### config.mk
export PLATFORM = sky130hd
export DESIGN_NAME = midi_note_decoder
export DESIGN_NICKNAME = d
export VERILOG_FILES = /design/src/rtl/midi_note_decoder.sv
export SDC_FILE = /design/constraint.sdc
export NUM_CORES = 1
export LEC_CHECK = 0
export ABC_AREA = 0
export BUFFER_PORTS_ARGS = -buffer_cell sky130_fd_sc_hd__buf_4
export CAP_MARGIN = 20
export CORE_MARGIN = 2
export CORE_UTILIZATION = 35
export CTS_CLUSTER_DIAMETER = 40
export CTS_CLUSTER_SIZE = 24
export DETAILED_ROUTE_END_ITERATION = 8
export GPL_ROUTABILITY_DRIVEN = 1
export GPL_TIMING_DRIVEN = 0
export PLACE_DENSITY = 0.64
export SYNTH_ARGS = -nofsm -noshare
export SYNTH_HDL_FRONTEND = slang
export SYNTH_SLANG_ARGS = --single-unit
### constraint.sdc
create_clock -name clk -period 2.7 [get_ports clk]
set_input_delay 0.405 -clock clk [delete_from_list [all_inputs] [get_ports clk]]
set_output_delay 0.405 -clock clk [all_outputs]
set_load 0.01 [all_outputs]
### src/rtl/midi_note_decoder.sv
// midi_note_decoder: MIDI byte parser producing note_on/note_off pulses, tone period and held state
module midi_note_decoder #(
   parameter int CHANNEL = 0,
   parameter bit OMNI    = 1'b0
) (
   input  logic        clk,
   input  logic        rst,
   input  logic [7:0]  rx_data,
   input  logic        rx_valid,
   output logic        note_on,
   output logic        note_off,
   output logic [22:0] period,
   output logic [6:0]  note,
   output logic [6:0]  velocity,
   output logic        held
);
   typedef enum logic [1:0] {IDLE, DATA1, DATA2} state_t;
   localparam logic [19:0] BASE [12] = '{
      20'd587099, 20'd554147, 20'd523045, 20'd493689, 20'd465980, 20'd439827,
      20'd415141, 20'd391841, 20'd369849, 20'd349091, 20'd329498, 20'd311005
   };
   state_t      state;
   logic [7:0]  status;
   logic [6:0]  d1;
   logic        s1_v, s1_on;
   logic [6:0]  s1_key, s1_vel;
   logic [19:0] s1_base;
   logic [3:0]  s1_oct;
   logic        is_data, one_byte, done, ev;
   assign is_data  = rx_valid && !rx_data[7];
   assign one_byte = status[7:5] == 3'b110;
   assign done     = is_data && (state == DATA2 || (state == DATA1 && one_byte));
   assign ev       = done && status[7:5] == 3'b100 && (OMNI || status[3:0] == 4'(CHANNEL));
   // Parser: track running status and collect data bytes; real-time bytes leave everything untouched
   always_ff @(posedge clk) begin
      if (rst) begin
         state  <= IDLE;
         status <= 8'd0;
         d1     <= 7'd0;
      end else if (rx_valid && rx_data[7]) begin
         if (rx_data[7:4] != 4'hF) begin
            status <= rx_data;
            state  <= DATA1;
         end else if (!rx_data[3]) begin
            status <= 8'd0;
            state  <= IDLE;
         end
      end else if (is_data) begin
         if (state == DATA1 && !one_byte) begin
            d1    <= rx_data[6:0];
            state <= DATA2;
         end else if (state == DATA2) begin
            state <= DATA1;
         end
      end
   end
   // Table stage: look up the octave -1 period and split the key into octave for the shifter
   always_ff @(posedge clk) begin
      if (rst) begin
         s1_v    <= 1'b0;
         s1_on   <= 1'b0;
         s1_key  <= 7'd0;
         s1_vel  <= 7'd0;
         s1_base <= 20'd0;
         s1_oct  <= 4'd0;
      end else begin
         s1_v    <= ev;
         s1_on   <= status[4] && rx_data[6:0] != 7'd0;
         s1_key  <= d1;
         s1_vel  <= rx_data[6:0];
         s1_base <= BASE[4'(d1 % 7'd12)];
         s1_oct  <= 4'(d1 / 7'd12);
      end
   end
   // Shift stage: apply note-on (always) or note-off (only for the held key) to the output registers
   always_ff @(posedge clk) begin
      if (rst) begin
         note_on  <= 1'b0;
         note_off <= 1'b0;
         period   <= 23'd0;
         note     <= 7'd0;
         velocity <= 7'd0;
         held     <= 1'b0;
      end else begin
         note_on  <= 1'b0;
         note_off <= 1'b0;
         if (s1_v && s1_on) begin
            note_on  <= 1'b1;
            note     <= s1_key;
            velocity <= s1_vel;
            period   <= 23'(s1_base >> s1_oct);
            held     <= 1'b1;
         end else if (s1_v && held && s1_key == note) begin
            note_off <= 1'b1;
            held     <= 1'b0;
         end
      end
   end
endmodule

==> results by group <==
Drt
  – Routed length per placed instance: 16.47 um
  – Wire length on met2: 5551 um
  – Top layer used by detailed routing: met4
  – M1 WL: 5242 um
  – DRT antenna net count: 0
  – Detail Route met3 WL: 541 um
  – Via count: 3853
  – Drt pass-1 iters: 5
  – DRC: 0
  – 1st-iter DRT viols: 332
  – Vias per cell: 5.520
  – Total Wirelength: 11490 um

GRT
  – Vias in the first global route: 3653
  – GRT overflow: 0
  – Largest net degree at the start of global routing: 17
  – Initial antenna violation count: 0
  – Total GRT Usage: 0.1657
  – First-pass GRT wire length: 19130 um

Logic synthesis
  – Adder-cell share of the synthesized area: 0.01892
  – Synth Register Bits: 94
  – Ys flop type: dfxtp_1
  – Top cell type by total area after synthesis: dfxtp_1
  – Number of flops mapped to enable cells by yosys: 0
  – Sequential area share after synthesis: 0.4066
  – Ranking of synthesized cells by area: dfxtp_1, mux4_2, a22o_1, mux2i_1, nor2b_1
  – Post-Syn Area: 4628 um2
  – Synth cell types: 73
  – Mean Syn Cell Area: 10.11 um2
  – Largest family of logic cells by synthesized area: compound AO/OA/AOI/OAI gates
  – Synth Area in XOR/XNOR: 0.01865
  – Synth Area in Compound Gates: 0.2476
  – Synth warnings: 0
  – Async S/R FF share, synth: 0
  – Mux cell area share after synthesis: 0.1100
  – Synth Area in Simple Gates: 0.1492
  – Top cell type's share of synthesized area: 0.4066
  – Post-Syn Instances: 458

STA
  – Slew Limit Headroom: 0.5731
  – Final hold viol count: 0
  – Tcrit/Tclk final: 0.9487
  – Period minus WS final: 2561 ps
  – FMAX: 390.4 MHz
  – Final Skew: 13.83 ps
  – Tightest Pin Transition: 635.4 ps
  – RSZ-0062 raised after global routing: no
  – Final Max Slew Viols: 0
  – Setup Total Neg Slack: 0 ps
  – # setup viols final: 0

Die
  – Placeable core region: 13090 um2
  – Starting Density: 0.3537
  – Chip height: 119.0 um
  – Die W: 119.0 um
  – # IOs: 51
  – Std-Cell Rows: 42
  – Die area: 14160 um2

Cells and area
  – Antenna cells: 0
  – Commonest cells after routing, fill and taps aside: dfxtp_1, buf_4, a22o_1, a21oi_1, nand2_1
  – Utilization after layout: 0.4190
  – Commonest non-fill, non-tap cell in the layout: dfxtp_1
  – Share of cells above drive strength 1: 0.2126
  – Fill cells: 1267
  – Multi-input logic area: 2531 um2
  – Register Area: 1882 um2
  – Area growth, synth to finish: 18.46%
  – Post-layout nets: 535
  – Final cell count without fillers: 698

Power and ir drop
  – Switching share of total power: 0.2465
  – Sequential share of power: 0.497
  – Internal power: 2.222 mW
  – Lkg Pwr: 2.095 nW
  – Comb pwr share: 0.102
  – Power density over the cells: 537.8 nW/um2
  – Clock group share of total power: 0.401
  – Sw Pwr: 726.7 uW
  – Max rail drop VDD: 0.3104 mV

Placement
  – Detailed Place HPWL: 8765 um
  – Port Buf Inserts: 46
  – Placer Congestion: 0.8856
  – Placed Cells: 682

CTS
  – # hold bufs at CTS: 0
  – TritonCTS buffer count: 9
  – CTS tree: done
  – Clock slew at reported path FFs: 70 ps
  – Clk sinks: 94
  – Post-CTS setup buffers: 0
  – Root Buffer: clkbuf_16
  – Worst skew pair latency: 340 ps
  – CTS max path bufs: 2
  – # H-tree levels: 3
  – # resized after CTS: 0

Critical path
  – Crit end category: flip-flop
  – Reg2Reg Setup Slack: 140 ps
  – CP Launch Type: flip-flop
  – Crit path DAT: 2750 ps
  – Setup CP Type: flip-flop to flip-flop
  – Highest net fanout along the worst path: 12
  – WP data required: 2890 ps

Run
  – Number of max-cap violations: 0

Run status
  – Outcome: completed

Worst hold path
  – HP Class: primary input to flip-flop
## cells by family (layout without fill, tap and decap cells)
kind of cell | count (synthesis) | after routing
AOI/OAI and AO/OA | 148 | 148
xor gates and xnor gates | 9 | 9
and+or+nand+nor | 121 | 121
muxes | 32 | 32
other | 1 | 3
adders and majority gates | 7 | 7
DFF | 94 | 94
buffers and inverters | 46 | 108
## routing by layer
layer	global-route usage	vias to the layer above
met5	0	-
met4	0.04613	0
met3	0.02682	18
met2	0.2787	115
met1	0.2197	1865
li1	-	1855
## synthesized netlist by cell type, types with 3 or more instances
cell type  instances
a211oi_1          11
a21o_1             3
a21oi_1           29
a22o_1            33
a31oi_1            6
and3_1             5
and3b_1            3
buf_2             10
buf_4              6
clkbuf_1          18
dfxtp_1           94
ha_1               7
inv_1              9
mux2i_1           16
mux4_2            15
nand2_1           27
nand2b_1           5
nand3_1            5
nand3b_1           3
nand4_1            3
nor2_1            19
nor2b_1           25
nor3_1             3
nor3b_1            3
nor4_1             6
o211ai_1           3
o21ai_0           17
o221ai_1           5
o22a_1             8
o22ai_1            4
xnor2_1            6
## registers in the layout, summed over array words and instances, names as in the netlist
name / count
d1: 7
held: 1
note: 7
note_off: 1
note_on: 1
period: 20
s1_base: 20
s1_key: 7
s1_oct: 4
s1_on: 1
s1_v: 1
s1_vel: 7
state: 2
status: 8
velocity: 7
## layout make-up
cell class	count	share of cell area
Sequential cell	94	0.3432
Clock inverter	5	0.007074
Buffer	36	0.03377
Inverter	10	0.006846
Tap cell	176	0.04016
Clock buffer	11	0.04427
Timing Repair Buffer	46	0.06298
Multi-Input combinational cell	320	0.4617
## power by group through the flow
stage	registers, mW	logic, mW	clock network, mW
floorplan	1.48	0.222	0
global placement	1.49	0.293	0
detailed placement	1.50	0.297	0
CTS	1.47	0.299	1.21
global route	1.47	0.329	1.27
finish	1.47	0.300	1.18
## critical path, stage by stage, from the launching register on
cell	delay (ps)
dfxtp_1	630
inv_1	300
ha_1	260
clkbuf_1	230
or3b_2	490
a21oi_1	170
o21ai_0	110
nand4_1	120
o32ai_1	90
## worst paths after layout
check	startpoint	endpoint	cells past startpoint
max	d1[1]$_SDFFE_PP0P_	s1_base[3]$_SDFF_PP0_	8
min	rx_data[1]	s1_vel[1]$_SDFF_PP0_	2
min reg2reg	s1_vel[4]$_SDFF_PP0_	velocity[4]$_SDFFE_PP0P_	1
max reg2reg	d1[1]$_SDFFE_PP0P_	s1_base[3]$_SDFF_PP0_	8
## per-stage QoR
| stage | setup slack (ps) | total power [mW] | hold slack (ps) | instance area, um2 |
|---|---|---|---|---|
| finish | 138.6 | 2.949 | 308.9 | 5483 |
| detailed placement | 187.4 | 1.794 | 425.9 | 5201 |
| global route | 1.724 | 3.068 | 303.2 | 5483 |
| floorplan | 702.2 | 1.704 | 419.8 | 4636 |
| global placement | 192.8 | 1.787 | 424.9 | 5201 |
| CTS | 154.7 | 2.969 | 298.6 | 5483 |
Note: power is estimated with default switching activity, not from simulation.
